**src/rtl/bp_common_pkg.sv**
```systemverilog
// Shared types for the core request arbiter: processor configurations, slot
// states, request-source encoding and per-configuration width helpers.
package bp_common_pkg;

  typedef enum logic [1:0] {
    e_bp_single_core_cfg = 2'd0,
    e_bp_dual_core_cfg   = 2'd1
  } bp_params_e;

  typedef enum logic [1:0] {
    e_slot_empty     = 2'd0,
    e_slot_wait_meta = 2'd1,
    e_slot_ready     = 2'd2,
    e_slot_issued    = 2'd3
  } bp_slot_state_e;

  typedef enum logic {
    e_src_icache = 1'b0,
    e_src_dcache = 1'b1
  } bp_req_src_e;

  function automatic int unsigned bp_icache_req_width(bp_params_e cfg);
    case (cfg)
      e_bp_dual_core_cfg: return 48;
      default:            return 40;
    endcase
  endfunction

  function automatic int unsigned bp_dcache_req_width(bp_params_e cfg);
    case (cfg)
      e_bp_dual_core_cfg: return 56;
      default:            return 48;
    endcase
  endfunction

  function automatic int unsigned bp_icache_req_metadata_width(bp_params_e cfg);
    case (cfg)
      e_bp_dual_core_cfg: return 5;
      default:            return 4;
    endcase
  endfunction

  function automatic int unsigned bp_dcache_req_metadata_width(bp_params_e cfg);
    case (cfg)
      e_bp_dual_core_cfg: return 6;
      default:            return 6;
    endcase
  endfunction

  function automatic int unsigned bp_max(int unsigned a, int unsigned b);
    return (a > b) ? a : b;
  endfunction

endpackage

```
**src/rtl/bp_core_req_slot.sv**
```systemverilog
// One request slot per cache: captures a miss request and its metadata, holds
// it until issued, and retires it on the matching done.
module bp_core_req_slot
  import bp_common_pkg::*;
#(
  parameter int unsigned req_width_p  = 1,
  parameter int unsigned meta_width_p = 1
) (
  input  logic                    clk_i,
  input  logic                    reset_i,
  input  logic [req_width_p-1:0]  req_i,
  input  logic                    req_v_i,
  output logic                    ready_o,
  input  logic [meta_width_p-1:0] meta_i,
  input  logic                    meta_v_i,
  input  logic                    issue_i,
  input  logic                    done_i,
  output logic                    complete_o,
  output bp_slot_state_e          state_o,
  output logic [req_width_p-1:0]  req_o,
  output logic [meta_width_p-1:0] meta_o
);

  bp_slot_state_e          state_q, state_d;
  logic [req_width_p-1:0]  req_q;
  logic [meta_width_p-1:0] meta_q;
  logic                    req_capture, meta_capture;

  always_comb begin
    state_d      = state_q;
    req_capture  = 1'b0;
    meta_capture = 1'b0;
    case (state_q)
      e_slot_empty: if (req_v_i) begin
        req_capture  = 1'b1;
        meta_capture = meta_v_i;
        state_d      = meta_v_i ? e_slot_ready : e_slot_wait_meta;
      end
      e_slot_wait_meta: if (meta_v_i) begin
        meta_capture = 1'b1;
        state_d      = e_slot_ready;
      end
      e_slot_ready:  if (issue_i) state_d = e_slot_issued;
      e_slot_issued: if (done_i)  state_d = e_slot_empty;
      default:       state_d = e_slot_empty;
    endcase
  end

  always_ff @(posedge clk_i) begin
    if (reset_i) state_q <= e_slot_empty;
    else         state_q <= state_d;
  end

  // Payload is only written while the slot is filling, so it is stable once READY.
  always_ff @(posedge clk_i) begin
    if (req_capture)  req_q  <= req_i;
    if (meta_capture) meta_q <= meta_i;
  end

  assign ready_o    = ~reset_i & (state_q == e_slot_empty);
  assign complete_o = ~reset_i & done_i & (state_q == e_slot_issued);
  assign state_o    = state_q;
  assign req_o      = req_q;
  assign meta_o     = meta_q;

endmodule

```
**src/rtl/bp_core_req_arbiter.sv**
```systemverilog
// Merges I$ and D$ miss requests into one memory request stream and tracks
// outstanding requests. Define BP_REQ_ARB_DCACHE_PRIORITY_EN for fixed D$ priority.
module bp_core_req_arbiter
  import bp_common_pkg::*;
#(
  parameter bp_params_e bp_params_p = e_bp_single_core_cfg,
  localparam int unsigned icache_req_width_lp          = bp_icache_req_width(bp_params_p),
  localparam int unsigned dcache_req_width_lp          = bp_dcache_req_width(bp_params_p),
  localparam int unsigned icache_req_metadata_width_lp = bp_icache_req_metadata_width(bp_params_p),
  localparam int unsigned dcache_req_metadata_width_lp = bp_dcache_req_metadata_width(bp_params_p),
  localparam int unsigned req_field_width_lp  = bp_max(icache_req_width_lp, dcache_req_width_lp),
  localparam int unsigned meta_field_width_lp = bp_max(icache_req_metadata_width_lp,
                                                       dcache_req_metadata_width_lp),
  localparam int unsigned mem_req_width_lp    = req_field_width_lp + meta_field_width_lp + 1
) (
  input  logic                                    clk_i,
  input  logic                                    reset_i,
  input  logic [icache_req_width_lp-1:0]          icache_req_i,
  input  logic                                    icache_req_v_i,
  output logic                                    icache_req_ready_o,
  input  logic [icache_req_metadata_width_lp-1:0] icache_req_metadata_i,
  input  logic                                    icache_req_metadata_v_i,
  input  logic [dcache_req_width_lp-1:0]          dcache_req_i,
  input  logic                                    dcache_req_v_i,
  output logic                                    dcache_req_ready_o,
  input  logic [dcache_req_metadata_width_lp-1:0] dcache_req_metadata_i,
  input  logic                                    dcache_req_metadata_v_i,
  output logic                                    icache_req_complete_o,
  output logic                                    dcache_req_complete_o,
  output logic                                    credits_full_o,
  output logic                                    credits_empty_o,
  output logic [mem_req_width_lp-1:0]             mem_req_o,
  output logic                                    mem_req_v_o,
  input  logic                                    mem_req_ready_i,
  input  logic                                    mem_done_i,
  input  logic                                    mem_done_src_i
);

  bp_slot_state_e                          icache_state, dcache_state;
  logic [icache_req_width_lp-1:0]          icache_req_q;
  logic [dcache_req_width_lp-1:0]          dcache_req_q;
  logic [icache_req_metadata_width_lp-1:0] icache_meta_q;
  logic [dcache_req_metadata_width_lp-1:0] dcache_meta_q;
  logic icache_issue, dcache_issue, icache_done, dcache_done;
  logic icache_rdy, dcache_rdy, handshake;
  logic lock_q, lock_d;
  bp_req_src_e lock_src_q, lock_src_d, arb_src, grant_src;
  logic [1:0] count_q, count_d;

  assign icache_done  = mem_done_i & (mem_done_src_i == e_src_icache);
  assign dcache_done  = mem_done_i & (mem_done_src_i == e_src_dcache);
  assign icache_issue = handshake & (grant_src == e_src_icache);
  assign dcache_issue = handshake & (grant_src == e_src_dcache);

  bp_core_req_slot #(
    .req_width_p (icache_req_width_lp),
    .meta_width_p(icache_req_metadata_width_lp)
  ) icache_slot (
    .clk_i     (clk_i),
    .reset_i   (reset_i),
    .req_i     (icache_req_i),
    .req_v_i   (icache_req_v_i),
    .ready_o   (icache_req_ready_o),
    .meta_i    (icache_req_metadata_i),
    .meta_v_i  (icache_req_metadata_v_i),
    .issue_i   (icache_issue),
    .done_i    (icache_done),
    .complete_o(icache_req_complete_o),
    .state_o   (icache_state),
    .req_o     (icache_req_q),
    .meta_o    (icache_meta_q)
  );

  bp_core_req_slot #(
    .req_width_p (dcache_req_width_lp),
    .meta_width_p(dcache_req_metadata_width_lp)
  ) dcache_slot (
    .clk_i     (clk_i),
    .reset_i   (reset_i),
    .req_i     (dcache_req_i),
    .req_v_i   (dcache_req_v_i),
    .ready_o   (dcache_req_ready_o),
    .meta_i    (dcache_req_metadata_i),
    .meta_v_i  (dcache_req_metadata_v_i),
    .issue_i   (dcache_issue),
    .done_i    (dcache_done),
    .complete_o(dcache_req_complete_o),
    .state_o   (dcache_state),
    .req_o     (dcache_req_q),
    .meta_o    (dcache_meta_q)
  );

  assign icache_rdy = (icache_state == e_slot_ready);
  assign dcache_rdy = (dcache_state == e_slot_ready);

`ifdef BP_REQ_ARB_DCACHE_PRIORITY_EN
  assign arb_src = dcache_rdy ? e_src_dcache : e_src_icache;
`else
  bp_req_src_e prio_q, prio_d;

  always_comb begin
    if (icache_rdy & dcache_rdy) arb_src = prio_q;
    else if (dcache_rdy)         arb_src = e_src_dcache;
    else                         arb_src = e_src_icache;
  end

  assign prio_d = handshake
                ? ((grant_src == e_src_icache) ? e_src_dcache : e_src_icache)
                : prio_q;

  always_ff @(posedge clk_i) begin
    if (reset_i) prio_q <= e_src_icache;
    else         prio_q <= prio_d;
  end
`endif

  // An offered request keeps its source until accepted, even if the other slot becomes READY.
  assign grant_src   = lock_q ? lock_src_q : arb_src;
  assign mem_req_v_o = ~reset_i & (lock_q | icache_rdy | dcache_rdy);
  assign handshake   = mem_req_v_o & mem_req_ready_i;

  always_comb begin
    lock_d     = lock_q;
    lock_src_d = lock_src_q;
    if (handshake) begin
      lock_d = 1'b0;
    end else if (mem_req_v_o) begin
      lock_d     = 1'b1;
      lock_src_d = grant_src;
    end
  end

  always_ff @(posedge clk_i) begin
    if (reset_i) begin
      lock_q     <= 1'b0;
      lock_src_q <= e_src_icache;
    end else begin
      lock_q     <= lock_d;
      lock_src_q <= lock_src_d;
    end
  end

  logic [req_field_width_lp-1:0]  icache_req_ext, dcache_req_ext;
  logic [meta_field_width_lp-1:0] icache_meta_ext, dcache_meta_ext;

  always_comb begin
    icache_req_ext  = '0;
    dcache_req_ext  = '0;
    icache_meta_ext = '0;
    dcache_meta_ext = '0;
    icache_req_ext[icache_req_width_lp-1:0]           = icache_req_q;
    dcache_req_ext[dcache_req_width_lp-1:0]           = dcache_req_q;
    icache_meta_ext[icache_req_metadata_width_lp-1:0] = icache_meta_q;
    dcache_meta_ext[dcache_req_metadata_width_lp-1:0] = dcache_meta_q;
  end

  assign mem_req_o = (grant_src == e_src_dcache)
                   ? {1'b1, dcache_meta_ext, dcache_req_ext}
                   : {1'b0, icache_meta_ext, icache_req_ext};

  // A single done can only retire one slot, so at most one decrement per cycle.
  assign count_d = count_q + {1'b0, handshake}
                 - {1'b0, icache_req_complete_o | dcache_req_complete_o};

  always_ff @(posedge clk_i) begin
    if (reset_i) count_q <= 2'd0;
    else         count_q <= count_d;
  end

  assign credits_full_o  = ~reset_i & (count_q == 2'd2);
  assign credits_empty_o = reset_i | (count_q == 2'd0);

endmodule

```
**config.mk**
```make
export PLATFORM = sky130hd
export DESIGN_NAME = bp_core_req_arbiter
export DESIGN_NICKNAME = d
export VERILOG_FILES = /design/src/rtl/bp_common_pkg.sv /design/src/rtl/bp_core_req_slot.sv /design/src/rtl/bp_core_req_arbiter.sv
export SDC_FILE = /design/constraint.sdc
export NUM_CORES = 1
export LEC_CHECK = 0
export ABC_AREA = 1
export ABC_CLOCK_PERIOD_IN_PS = 2200
export BUFFER_PORTS_ARGS = -buffer_cell sky130_fd_sc_hd__buf_2
export CAP_MARGIN = 20
export CORE_ASPECT_RATIO = 1.2
export CORE_MARGIN = 2
export CORE_UTILIZATION = 35
export DETAILED_ROUTE_END_ITERATION = 7
export PLACE_DENSITY = 0.74
export SKIP_CTS_REPAIR_TIMING = 1
export SYNTH_ARGS = -nofsm -noshare
export SYNTH_HDL_FRONTEND = slang
export SYNTH_SLANG_ARGS = --single-unit
```
**constraint.sdc**
```tcl
create_clock -name clk_i -period 2.2 [get_ports clk_i]
set_clock_uncertainty 0.15 [all_clocks]
set_input_delay 0.66 -clock clk_i [delete_from_list [all_inputs] [get_ports clk_i]]
set_output_delay 0.66 -clock clk_i [all_outputs]
set_load 0.05 [all_outputs]
```
==> out/metrics.yaml <==
grt:
  grt_pass1_vias: 3245
  grt_max_degree: 49
  global_route.usage.total: 0.152
  antenna_found_initial: 0
  grt-ovfl-total: 0
  grt_pass1_wl_um: 15500
synth:
  syn_nets: 489
  ys_seq_area_frac: 0.728
  ys_ff_latch: 107
  syn_inst: 371
  ys_types: 19
  yosys_warnings: 0
  syn_avg_cell_area_um2: 11.6
  syn_area_um2: 4290
clocking:
  cts.sinks: 107
  cts_inserted_buffers: 9
  htreeDepth: 3
  cts_root_buf: "clkbuf_16"
  clock_path_buffers: 2
  path_clk_slew_ns: 0.07
  cts_tree: "done"
  insertion_delay_ns: 0.34
pwr:
  p_per_area_nw_per_um2: 1460
  power.leakage_nw: 3.00
  p_total_mw: 10.1
  vdd_ir_drop_max_mv: 0.661
placed_design:
  place_hpwl_um: 7340
  port_buffers: 168
  place_congestion: 0.783
status:
  violations: "negative setup slack"
  status: "finished with violations"
hold_path:
  hp-start: "prio_q"
  holdCritPathClass: "register to register"
detailed_routing:
  drt-initial-drc-count: 159
  viasPerCell: 4.53
  via_count: 3311
  drt-total-wl_um: 10900
  ant_nets: 0
  drc: 0
  wl_per_cell_um: 14.9
  dr.pass1.iters: 4
timing:
  finalSetupTns_ns: -18.36
  slew_headroom: 0.714
  rsz0062_at_grt: "yes"
  slew_violations: 0
  post-route-period-util: 1.19
  fmax_mhz: 382
  hold_viol: 0
  min_period_ns: 2.62
  worst_pin_slew_ns: 0.429
  setup_viol: 56
  fin_ws_ns: -0.418
worst_setup_path:
  crit_buf_inv: 6
  arrival_ns: 1.81
  start_kind: "register"
  crit_fanout: 8
  rr_startpoint: "icache_slot.state_o[0]"
  path_class: "register to primary output"
  worstPathRequired_ns: 1.39
  crit_family: "buffers and inverters"
  startpoint: "dcache_slot.state_o[0]"
  crit_chain: "inv_2, ha_4, inv_2, nor2_2, nand2_2, nand2_4, inv_8, buf_12, buf_12, nor2_4, buf_6"
  slowest_stage: "dfxtp_2"
  crit_path_max_incr_delay_ns: 0.33
  endpoint_kind: "primary output"
cells_and_area:
  syn2layout_area_growth_pct: 61.6
  antenna_cells: 0
  fin_nets: 683
  layout-drive-gt1-share: 0.542
die:
  dieArea_um2: 13200
  coreArea_um2: 12100
  boundaryPins: 169
  die_w_um: 105
  die_h_um: 125
  start_util: 0.356
  fp-row-count: 44
job:
  max_cap_viol_count: 0
## sequential cells by signal, indices dropped and copies added (netlist names)
| name | cells |
|---|---|
| icache_slot.state_o | 2 |
| prio_q | 1 |
| count_q | 2 |
| lock_src_q | 1 |
| dcache_slot.state_o | 2 |
| dcache_slot.req_o | 48 |
| icache_slot.req_o | 40 |
| dcache_slot.meta_o | 6 |
| icache_slot.meta_o | 4 |
| lock_q | 1 |
## stage by stage
stage,utilization,instances,worst slack [ns],hold WS (ns),area (um^2)
after detailed placement,0.491,710,-0.180,0.303,5920
final,0.575,731,-0.418,0.318,6930
after global routing,0.575,731,-0.503,0.317,6930
after global placement,0.491,710,-0.143,0.293,5920
after floorplan,-,371,-0.00700,0.276,4680
after CTS,0.519,726,-0.570,0.313,6260
## area by class of cell
type                       count  area, um^2
timing repair buffer         195        1640
sequential                   107        3130
tap                          161         201
fill                         960        5120
clock buffer                  10         229
clock inverter                 6         113
inverter                      34         146
multi-input combinational    218        1470
## report_power, final
group	leakage (nW)	internal (mW)	total, mW	switching (mW)
logic	1.83	1.99	5.36	3.37
registers	1.00	2.79	2.93	0.144
clock network	0.167	1.12	1.82	0.707
total	3.00	5.90	10.1	4.22
## metal layers
layer  up-vias  routed length, um  GRT usage
met3        15                583     0.0355
met4         0                170     0.0580
li1       1606                  -          -
met2       113               5890      0.265
met5         -                  0          0
met1      1577               4240      0.183
## worst min-delay path, stage by stage, from the launching register on
cell	delay, ns
dfxtp_1	0.30
inv_1	0.07
a21oi_1	0.06
## worst paths after layout
kind	end	slack (ns)	cells past startpoint
setup / recovery	mem_req_o[53]	-0.42	11
setup reg to reg	count_q[1]	0.21	13
hold reg to reg	prio_q	0.32	2
hold / removal	prio_q	0.32	2
## Yosys cell counts
cell type	count	area [um^2]
a21boi_0	2	15.0
a21oi_1	10	50.1
buf_2	10	50.1
buf_4	1	7.51
buf_6	1	11.3
dfxtp_1	9	180
edfxtp_1	98	2940
ha_1	11	138
inv_1	33	124
inv_2	1	3.75
nand2_1	154	578
nand2_2	3	18.8
nand3_1	5	25.0
nor2_1	22	82.6
nor2_2	1	6.26
o21ai_0	5	25.0
o21ai_1	1	5.00
o22ai_1	3	18.8
xor2_1	1	8.76
## kinds of logic after synthesis
| logic type | count (synthesis) | synth area share |
|---|---|---|
| buffers and inverters | 46 | 0.0458 |
| flip-flops | 107 | 0.728 |
| adder cells (fa/ha/maj) | 11 | 0.0321 |
| XOR/XNOR | 1 | 0.00204 |
| AND/OR/NAND/NOR | 185 | 0.166 |
| AO/OA/AOI/OAI | 21 | 0.0265 |
## cells in the final DEF (no fill, tap or decap), types with 10 or more instances in the layout
cell / Yosys / routed
nor2_4: 0 / 12
buf_6: 1 / 37
a21oi_1: 10 / 10
edfxtp_1: 98 / 98
buf_4: 1 / 18
inv_1: 33 / 23
buf_8: 0 / 23
buf_2: 10 / 107
nand2_4: 0 / 40
nand2_1: 154 / 97
nand2_2: 3 / 20
clkbuf_16: 0 / 11
No activity file was read; power rests on OpenSTA's default activity.
